### src/rtl/chacha_block_client.sv
// Initiator-side client for the UART ChaCha20 block engine: packs plaintext into
// 64-byte blocks, ships them over uart_tx, collects the keystream-XORed reply and replays it.
module chacha_block_client #(
   parameter int          BLOCK_BYTES    = 64,
   parameter logic [31:0] TIMEOUT_CYCLES = 32'd27_000_000
) (
   input  logic        clk_i,
   input  logic        rst_i,
   input  logic [7:0]  in_data_i,
   input  logic        in_valid_i,
   input  logic        in_last_i,
   output logic        in_ready_o,
   output logic [7:0]  utx_data_o,
   output logic        utx_valid_o,
   input  logic        utx_ready_i,
   input  logic [7:0]  urx_data_i,
   input  logic        urx_valid_i,
   output logic [7:0]  out_data_o,
   output logic        out_valid_o,
   output logic        out_last_o,
   input  logic        out_ready_i,
   output logic [31:0] blk_count_o,
   output logic        busy_o,
   output logic        err_o
);

   typedef enum logic [2:0] {
      S_FILL,
      S_SEND,
      S_RECV,
      S_DRAIN,
      S_ERR
   } state_t;

   localparam logic [6:0] LAST_IDX = 7'(BLOCK_BYTES - 1);

   state_t      state_q, state_d;
   logic [6:0]  idx_q, idx_d;
   logic [6:0]  len_q, len_d;
   logic        last_q, last_d;
   logic [31:0] timer_q, timer_d;
   logic [31:0] blk_q, blk_d;
   logic        tx_we, rx_we;

   logic [7:0]  tx_buf [BLOCK_BYTES];
   logic [7:0]  rx_buf [BLOCK_BYTES];

   always_comb begin
      state_d = state_q;
      idx_d   = idx_q;
      len_d   = len_q;
      last_d  = last_q;
      timer_d = timer_q;
      blk_d   = blk_q;
      tx_we   = 1'b0;
      rx_we   = 1'b0;
      case (state_q)
         S_FILL: begin
            if (in_valid_i) begin
               tx_we = 1'b1;
               if (in_last_i || idx_q == LAST_IDX) begin
                  len_d   = idx_q + 7'd1;
                  last_d  = in_last_i;
                  idx_d   = 7'd0;
                  state_d = S_SEND;
               end else begin
                  idx_d = idx_q + 7'd1;
               end
            end
         end
         S_SEND: begin
            if (utx_ready_i) begin
               if (idx_q == LAST_IDX) begin
                  idx_d   = 7'd0;
                  timer_d = 32'd0;
                  state_d = S_RECV;
               end else begin
                  idx_d = idx_q + 7'd1;
               end
            end
         end
         S_RECV: begin
            // A byte landing on the expiry cycle still counts; the watchdog loses.
            if (urx_valid_i) begin
               rx_we   = 1'b1;
               timer_d = 32'd0;
               if (idx_q == LAST_IDX) begin
                  idx_d   = 7'd0;
                  state_d = S_DRAIN;
               end else begin
                  idx_d = idx_q + 7'd1;
               end
            end else if (timer_q == TIMEOUT_CYCLES - 32'd1) begin
               state_d = S_ERR;
            end else begin
               timer_d = timer_q + 32'd1;
            end
         end
         S_DRAIN: begin
            if (out_ready_i) begin
               if (idx_q == len_q - 7'd1) begin
                  blk_d   = blk_q + 32'd1;
                  idx_d   = 7'd0;
                  state_d = S_FILL;
               end else begin
                  idx_d = idx_q + 7'd1;
               end
            end
         end
         default: ;
      endcase
   end

   always_ff @(posedge clk_i) begin
      if (rst_i) begin
         state_q <= S_FILL;
         idx_q   <= 7'd0;
         len_q   <= 7'd1;
         last_q  <= 1'b0;
         timer_q <= 32'd0;
         blk_q   <= 32'd0;
      end else begin
         state_q <= state_d;
         idx_q   <= idx_d;
         len_q   <= len_d;
         last_q  <= last_d;
         timer_q <= timer_d;
         blk_q   <= blk_d;
      end
   end

   // Buffers are never cleared; contents are only meaningful below len_q.
   always_ff @(posedge clk_i) begin
      if (tx_we) begin
         tx_buf[idx_q[5:0]] <= in_data_i;
      end
      if (rx_we) begin
         rx_buf[idx_q[5:0]] <= urx_data_i;
      end
   end

   assign in_ready_o  = (state_q == S_FILL) && !rst_i;
   assign utx_valid_o = (state_q == S_SEND);
   assign utx_data_o  = (state_q == S_SEND && idx_q < len_q) ? tx_buf[idx_q[5:0]] : 8'h00;
   assign out_valid_o = (state_q == S_DRAIN);
   assign out_data_o  = (state_q == S_DRAIN) ? rx_buf[idx_q[5:0]] : 8'h00;
   assign out_last_o  = (state_q == S_DRAIN) && last_q && (idx_q == len_q - 7'd1);
   assign blk_count_o = blk_q;
   assign busy_o      = (state_q != S_FILL) || (idx_q != 7'd0);
   assign err_o       = (state_q == S_ERR);

endmodule

### config.mk
export PLATFORM = sky130hd
export DESIGN_NAME = chacha_block_client
export DESIGN_NICKNAME = d
export VERILOG_FILES = /design/src/rtl/chacha_block_client.sv
export SDC_FILE = /design/constraint.sdc
export NUM_CORES = 1
export LEC_CHECK = 0
export ABC_AREA = 1
export CAP_MARGIN = 15
export CORE_ASPECT_RATIO = 0.9
export CORE_MARGIN = 1
export CORE_UTILIZATION = 35
export CTS_CLUSTER_DIAMETER = 30
export DETAILED_ROUTE_END_ITERATION = 10
export GPL_ROUTABILITY_DRIVEN = 0
export SLEW_MARGIN = 5
export SYNTH_ARGS = -nofsm -noshare
export SYNTH_HDL_FRONTEND = slang
export SYNTH_SLANG_ARGS = --single-unit
### constraint.sdc
create_clock -name clk_i -period 2.2 [get_ports clk_i]
set_clock_uncertainty 0.2 [all_clocks]
set_input_delay 0.44 -clock clk_i [delete_from_list [all_inputs] [get_ports clk_i]]
set_output_delay 0.44 -clock clk_i [all_outputs]
set_load 0.03 [all_outputs]
---- Word-level counts from Yosys, hierarchy flattened ----
Memory sizes are Yosys's and may differ from the RTL's. A register that Yosys moved wholly into a read port is not among the register bits.
Index checks and enable logic that the tools add are counted.
storage, ports and cells
  flip-flop bits (word level) ............. 82
  bits in latches ......................... 0
  memory bits (writable) .................. 1024
  memory bits (read-only) ................. 0
  input bits .............................. 23
  output and inout port bits .............. 54
  word-level logic and storage cells ...... 84
  memories ................................ 2
memory list
  memory  words  width  read ports  clocked after memory_dff  wr ports  RTL line  source
  rx_buf  64     8      1           1                         1         46        logic [7:0] rx_buf [BLOCK_BYTES];
  tx_buf  64     8      1           1                         1         45        logic [7:0] tx_buf [BLOCK_BYTES];
cells by class
  add/subtract/negate cells ............... 4
  $mul .................................... 0
  divide/modulo/power cells ............... 0
  magnitude comparators ................... 1
  eq/ne operators ......................... 17
  shift operators ......................... 0
  multiplexer cells ....................... 37
  bitwise operators ....................... 0
  reduce and logical (&&, ||, !) cells .... 17
operators with widths
  kind                                                   number
  2-to-1 mux 32 bit                                      4
  adder 32 x 1 -> 32 bit, second input constant          2
  one-hot mux 32 bit (2 select lines)                    1
  2-to-1 mux 7 bit                                       7
  == test 32 x 25 -> 1 bit, second input constant        1
  one-hot mux 7 bit (4 select lines)                     1
  2-to-1 mux 3 bit                                       9
  2-to-1 mux 6 bit                                       4
  2-to-1 mux 8 bit                                       2
  one-hot mux 3 bit (4 select lines)                     1
  inequality test 3 bit, second input constant           3
  AND reduction 9 bit                                    1
  2-to-1 mux 1 bit                                       8
  inequality test 2 x 1 -> 1 bit, second input constant  4
  adder 7 x 1 -> 7 bit, second input constant            1
  == test 7 x 6 -> 1 bit, second input constant          1
  == test 7 bit                                          1
  < comparator 7 bit                                     1
  nonzero test 7 bit                                     1
  subtractor 7 x 1 -> 7 bit, second input constant       1
  == test 3 x 2 -> 1 bit, second input constant          2
  inequality test 2 bit, second input constant           3
  AND reduction 3 bit                                    2
  AND reduction 5 bit                                    1
  10 further kinds                                       14

---- Logic depth before layout (Yosys ltp) ----
Gate-level depths: netlist of run 1.
  word-level depth ........................ 7
  mapped depth ............................ 14
  mapped depth without buffers ............ 13

---- Worst setup path after synthesis of run 1 ----
Ideal clock, no wire load.
  path kind ............................... reg2out
  from .................................... register with a tool-made name
  to ...................................... output out_data_o[1]
  arrival ................................. 1.895 ns
  path slack .............................. -0.335 ns
  stages on the path, launching flop included .. 11
  path buffers ............................ 3
  path through ............................ dfxtp_1 buf_2 inv_2 buf_2 clkbuf_1 nand2_1 nand3_1 nand3_1 a21oi_1 o211ai_1 a21oi_1
RTL lines
  element    RTL line  source
  to (decl)  18        output logic [7:0] out_data_o,

==> summary.txt, run 1 <==
Final layout
  – Non-Filler Cell Area, Final: 65400 um2
  – Diodes inserted: 0
  – Fillcell total: 11500
  – Nets: 5090
  – Syn-to-layout area delta: 38.2%
  – Fraction of layout cells with a size suffix above 1: 25.5%

Timing
  – Fin crit share: 159%
  – Final setup margin: -1.29 ns
  – Fmax: 0.286 GHz
  – Setup TNS: -34.94 ns
  – Worst-Margin Slew: 0.941 ns
  – Fin crit period: 3.49 ns
  – RSZ-0062 raised after global routing: yes
  – Endpoints failing hold: 0
  – Final slew viol count: 0
  – Final setup fails: 88
  – Relative slew slack: 37.3%

Floorplan
  – Die area: 137000 um2
  – Die Span Y: 351 um
  – Die Width: 390 um
  – Core area: 134000 um2
  – # rows: 127
  – IO Count: 77
  – Starting Density: 35.4%

Yosys
  – Synth Warn #: 0
  – Post-Syn Instances: 4503
  – Syn nets: 4538
  – Mean post-synth cell area: 10.5 um2
  – Synth area leaders: edfxtp_1, nand2_1, nand3_1
  – Async set-or-reset flop fraction in the synthesized netlist: 0%
  – EDFF count, synth: 1024
  – FF+latch count, synth: 1112
  – Count leader, synth: nand2_1
  – Share of the synthesized area in the top cell type: 65.0%
  – Synth Cell Area: 47300 um2
  – Seq/Total Area, Yosys: 68.7%
  – Commonest cells in the netlist: nand2_1, edfxtp_1, nand3_1
  – Most used DFF post-synth: edfxtp_1
  – Unique masters post-synth: 39
  – Dominant cell type by area after synthesis: edfxtp_1

Power and ir drop
  – Power, Total: 79.3 mW
  – Peak supply drop: 926 uV
  – Leak: 24.2 nW
  – PwrDens: 1210 nW/um2

Flow run
  – # Max-Cap Violations: 0

Clock tree
  – H-Tree Level Count: 4
  – Clk slew on worst S/H paths: 0.05 ns
  – Clk_lat worst skew: 0.82 ns
  – Clock sinks: 1112
  – CTS tree: built
  – TritonCTS Buffers: 227
  – Clock root cell: clkbuf_16
  – Clock Path Buffers: 3

Global route
  – Vias in the first global route: 34300
  – GRT Total Usage: 20.0%
  – Pin count of the biggest net entering global routing: 74
  – Initial antenna violation count: 1
  – Congestion Overflow GR: 0
  – First-pass GRT wire length: 209000 um

Routing
  – DR vias/cell: 5.13
  – Initial DRC count: 3565
  – Post-route DRC: 0
  – ANT nets after route: 0
  – Final WL: 143000 um
  – Vias: 36200
  – WL per Instance: 20.3 um
  – Drt pass-1 iters: 5

Critical path
  – Crit end category: output port
  – CP arrival: 2.85 ns
  – CP Launch Type: flop
  – WP data required: 1.56 ns
  – Crit-path max FO: 7
  – CP Class: reg2out

Outcome
  – Outcome: complete, but fails checks
  – Failing checks: setup timing

Placement
  – Final HPWL DP: 84800 um
  – Placed Instance Area: 53700 um2
  – Worst slack, placed: -0.588 ns
  – Number of buffers added on ports: 76

Worst hold path
  – Min-Delay Path Class: in2reg
[per-layer routing]
metal / wire length [um] / vias up / share of wire [%] / GRT usage, %
li1: - / 16900 / - / -
met1: 61500 / 17600 / 43 / 27.6
met2: 66300 / 1546 / 46 / 31.3
met3: 11600 / 236 / 8.1 / 4.23
met4: 3640 / 0 / 2.5 / 6.80
met5: 0 / - / 0 / 0
[cells in the final DEF, fill, tap and decap left out, types with 10 or more instances in the layout]
cell type / n
a21oi_2: 24
nor3_1: 35
clkinv_4: 23
clkbuf_16: 257
a21oi_4: 11
o21ai_0: 20
clkbuf_1: 20
inv_1: 71
nand2_1: 1425
buf_4: 299
inv_6: 27
buf_2: 37
dlygate4sd3_1: 15
bufinv_16: 40
edfxtp_1: 1024
buf_16: 21
nand3_2: 156
xor2_1: 28
nand4_1: 23
nand2_4: 20
buf_6: 53
clkdlybuf4s15_2: 10
clkinv_1: 21
dfxtp_1: 67
nand2_2: 80
nand3_1: 807
clkinv_2: 36
buf_12: 105
dfxtp_2: 18
nor2_4: 17
clkinvlp_4: 23
a21oi_1: 68
nor2_1: 244
[critical path, stage by stage (launching register included)]
cell	delay, ns
dfxtp_4	0.37
buf_12	0.15
buf_12	0.17
buf_12	0.16
buf_8	0.13
buf_12	0.10
nand2_1	0.04
nand3_1	0.09
nand3_2	0.11
nand2_1	0.09
nand2_1	0.05
nand3_1	0.07
o211ai_1	0.13
a21oi_4	0.24
buf_12	0.15
[stage by stage]
step | hold slack [ns] | utilization, % | cells
6_report | 0.0619 | 48.9 | 7061
5_1_grt | 0.0628 | 48.9 | 7061
4_1_cts | 0.00585 | 47.2 | 7004
3_5_place_dp | 0.263 | 40.2 | 6529
3_3_place_gp | 0.261 | 40.2 | 6529
2_1_floorplan | 0.239 | - | 4503
[sequential cells by signal, summed over array words and instances, names as in the netlist, named ones only]
name,count
rx_buf,512
tx_buf,512
blk_count_o,32
timer_q,32
idx_q,7
len_q,7
state_q,3
last_q,1
[path summary, 6_finish.rpt]
kind,start,to,slack [ns],cells past startpoint
worst max-delay path,flop,out_data_o[0],-1.29,14
worst min-delay path,in_last_i,last_q,0.06,3
worst max register to register,len_q[1],idx_q[1],-0.62,20
worst min register to register,last_q,last_q,0.27,2
[logic make-up after synthesis]
family          share of synthesized area [%]
compound gates                           1.62
xor+xnor                                0.685
fa+ha+maj                               0.317
buf+inv                                  3.13
flops                                    68.7
simple gates                             25.5
[cell type report]
cell class	count	area (um2)	area share, %
Clock buffer	255	5900	9.02
Clock inverter	174	2240	3.42
Inverter	93	419	0.641
Multi-Input combinational cell	3031	15000	22.9
Sequential cell	1112	32500	49.8
Tap cell	1806	2260	3.46
Timing Repair Buffer	587	7020	10.7
Timing Repair inverter	3	43.8	0.0670
[repair_timing]
action                                  CTS  global route
cloned                                   13            30
endpoints found under the setup margin  101           532
resized for setup                       345           301
pin swaps                                32           120
hold buffers                             15             0
endpoints found under the hold margin   690             0
setup buffers                            19            27
[where the power goes]
group / switching (mW) / internal (mW)
Combinational: 11.6 / 8.57
Clock: 11.7 / 24.0
Sequential: 0.0948 / 23.3
Note: power is estimated with default switching activity, not from simulation.
==> run 2: changes to the inputs <==
--- a/config.mk
+++ b/config.mk
@@ -5,7 +5,6 @@
 export SDC_FILE = /design/constraint.sdc
 export NUM_CORES = 1
 export LEC_CHECK = 0
-export ABC_AREA = 1
 export CAP_MARGIN = 15
 export CORE_ASPECT_RATIO = 0.9
 export CORE_MARGIN = 1
==> summary.txt, run 2 <==
Power and ir drop
  – Sw frac: 25.4% (-4.1 points)
  – Switching Power: 17.1 mW (-27%)
  – Clock power frac: 46.4% (+1.3 points)
  – Comb pwr share: 18.7% (-6.7 points)
  – PwrDens: 1080 nW/um2 (-11%)
  – Leak: 20.2 nW (-17%)
  – Peak supply drop: 739 uV (-20%)
  – Pint: 50.1 mW (-10%)
  – Seq pwr share: 34.9% (+5.4 points)
  – Power, Total: 67.2 mW (-15%)

Critical path
  – WP data required: 1.56 ns (about the same)
  – Max stage delay on crit path: 0.56 ns (+0.19 ns)
  – Crit end category: output port
  – CP Launch Type: flop
  – Top delay family on crit path: multiplexers
  – CP arrival: 3.29 ns (+0.44 ns)
  – Cell at the slowest stage of the critical path: mux4_2
  – Worst-path cell chain: buf_12, buf_8, buf_12, buf_12, mux4_2, mux4_2, a211oi_4, a211oi_4, buf_4
  – Most frequent CP cell: buf_12
  – Crit-path max FO: 8 (+1)
  – Worst Path Buf+Inv: 5 (-1)
  – CP Class: reg2out

Timing
  – Fin crit share: 179% (+20 points)
  – Fin crit period: 3.93 ns (+0.438 ns)
  – Final setup margin: -1.73 ns (-0.438 ns)
  – Endpoints failing hold: 0 (unchanged)
  – Worst-Margin Slew: 0.752 ns (-0.190 ns)
  – Relative slew slack: 49.9% (+13 points)
  – Final setup fails: 376 (+330%)
  – Fmax: 0.255 GHz (-11%)
  – Final slew viol count: 0 (unchanged)
  – RSZ-0062 raised after global routing: yes

Routing
  – Final WL: 115000 um (-20%)
  – WL per Instance: 23.7 um (+17%)
  – Drt pass-1 iters: 5 (unchanged)
  – ANT nets after route: 0 (unchanged)
  – Post-route DRC: 0 (unchanged)
  – Vias: 25400 (-30%)
  – Initial DRC count: 2086 (-41%)
  – DR vias/cell: 5.26 (+2.4%)

Yosys
  – Seq/Total Area, Yosys: 72.8% (+4.1 points)
  – Commonest cells in the netlist: edfxtp_1, mux4_2, nor2_1
  – Most used DFF post-synth: edfxtp_1
  – Synth area leaders: edfxtp_1, mux4_2, dfxtp_1
  – Syn nets: 2328 (-49%)
  – Post-Syn Instances: 2293 (-49%)
  – FF+latch count, synth: 1112 (unchanged)
  – Synth Cell Area: 44700 um2 (-5.6%)
  – Dominant cell type by area after synthesis: edfxtp_1
  – Synth Warn #: 0 (unchanged)
  – EDFF count, synth: 1024 (unchanged)
  – Share of the synthesized area in the top cell type: 68.9% (+3.9 points)
  – Unique masters post-synth: 81 (+110%)
  – Mean post-synth cell area: 19.5 um2 (+85%)
  – Async set-or-reset flop fraction in the synthesized netlist: 0% (unchanged)
  – Count leader, synth: edfxtp_1

Final layout
  – Fin util: 49.3% (+0.35 points)
  – Most common cell after layout, fill and taps aside: edfxtp_1
  – Fillcell total: 10000 (-13%)
  – Nets: 3012 (-41%)
  – Fraction of layout cells with a size suffix above 1: 49.7% (+24 points)
  – Diodes inserted: 0 (unchanged)
  – Commonest cells after routing, fill and taps aside: edfxtp_1, buf_4, mux4_2
  – Final non-filler cell total: 4831 (-32%)
  – Syn-to-layout area delta: 38.8%
  – Non-Filler Cell Area, Final: 62000 um2 (-5.2%)

Clock tree
  – CTS tree: built
  – Clock sinks: 1112 (unchanged)
  – H-Tree Level Count: 4 (unchanged)
  – TritonCTS Buffers: 191 (-16%)
  – Clk slew on worst S/H paths: 0.04 ns (about the same)
  – Clock Path Buffers: 3 (unchanged)
  – Clock root cell: clkbuf_16
  – Clk_lat worst skew: 0.76 ns (-0.06 ns)

Global route
  – Pin count of the biggest net entering global routing: 65 (-12%)
  – Congestion Overflow GR: 0 (unchanged)
  – GRT Total Usage: 17.7% (-2.3 points)
  – Vias in the first global route: 26600 (-23%)
  – Initial antenna violation count: 0 (-1)
  – First-pass GRT wire length: 170000 um (-19%)

Outcome
  – Outcome: complete, but fails checks
  – Failing checks: setup timing

Placement
  – DP Cell Count: 4363 (-33%)
  – Placed Instance Area: 52400 um2 (-2.5%)
  – Final HPWL DP: 70700 um (-17%)
  – Worst slack, placed: -1.04 ns (-0.453 ns)
  – Number of buffers added on ports: 76 (unchanged)

Floorplan
  – Die Span Y: 341 um (-2.8%)
  – # rows: 123 (-3.1%)
  – Starting Density: 35.5% (+0.11 points)
  – IO Count: 77 (unchanged)
  – Core area: 126000 um2 (-5.9%)
  – Die Width: 379 um (-2.8%)
  – Die area: 129000 um2 (-5.6%)

Worst hold path
  – Min-Delay Path Class: reg2reg

Flow run
  – # Max-Cap Violations: 0 (unchanged)
==> run 2: cell count changes after synthesis, moves of 58 or more <==
cell | before | now
mux4_2 | 0 | 310
a21oi_1 | 101 | 43
nand3_1 | 967 | 34
clkbuf_1 | 156 | 54
inv_1 | 88 | 25
nand2_1 | 1523 | 60
nor2_1 | 263 | 181
==> run 2: layer usage <==
metal  wire (um)  track usage, %  vias to the layer above
met5           0               0                        -
met4        2620            5.55                        0
li1            -               -                    11000
met3        7260            3.60                      192
met1       48100            24.0                    13300
met2       56700            28.7                      915
==> run 2: final timing paths <==
kind                 start  slack (ns)  cells past startpoint               to
setup / recovery      flop       -1.73                      9    utx_data_o[7]
hold / removal      last_q        0.29                      2           last_q
setup reg to reg  len_q[1]       -0.82                     15  blk_count_o[17]
hold reg to reg     last_q        0.29                      2           last_q
==> run 2: timing repair <==
| action | in CTS | in global routing |
|---|---|---|
| gates resized for setup | 241 | 176 |
| setup endpoints to repair | 825 | 962 |
| gates cloned | 13 | 9 |
| hold buffers | 18 | 0 |
| hold endpoints to repair | 867 | 0 |
| buffers inserted | 47 | 43 |
| pin swaps | 45 | 72 |
==> run 2: cell families after synthesis <==
group                      Yosys count  share of synthesized area (%)
DFF                               1112                           72.8
and+or+nand+nor                    455                           5.26
muxes                              353                           16.7
AOI/OAI and AO/OA                  175                           2.80
buffers and inverters              157                           1.55
xor gates and xnor gates            29                          0.600
adders and majority gates           12                          0.336
==> run 2: tightest hold or removal path, delay by kind of cell, from the launching register on <==
family / cells / cell delay, ns
DFF: 1 / 0.31
and+or+nand+nor: 1 / 0.06
AOI/OAI and AO/OA: 1 / 0.06
==> run 2: through the flow <==
stage,setup TNS [ns],hold slack (ns)
2_1_floorplan,-74.95,0.236
3_3_place_gp,-476.45,0.253
3_5_place_dp,-499.42,0.271
4_1_cts,-115.77,0.284
5_1_grt,-129.36,0.320
6_report,-72.79,0.288
==> run 2: final cells by class <==
| type | instances | area [um2] | area share, % |
|---|---|---|---|
| multi-input combinational | 1026 | 13300 | 21.4 |
| clock buffer | 201 | 4900 | 7.91 |
| tap | 1687 | 2110 | 3.41 |
| timing repair buffer | 616 | 6960 | 11.2 |
| clock inverter | 159 | 2010 | 3.24 |
| inverter | 30 | 135 | 0.218 |
| sequential | 1112 | 32600 | 52.6 |
==> run 2: power by group through the flow <==
stage / clock (mW) / sequential [mW] / combinational (mW)
CTS: 31.6 / 23.5 / 11.8
global placement: 0 / 23.9 / 9.87
floorplan: 0 / 23.8 / 6.34
global route: 32.5 / 23.5 / 13.2
detailed placement: 0 / 23.9 / 10.0
finish: 31.1 / 23.5 / 12.6
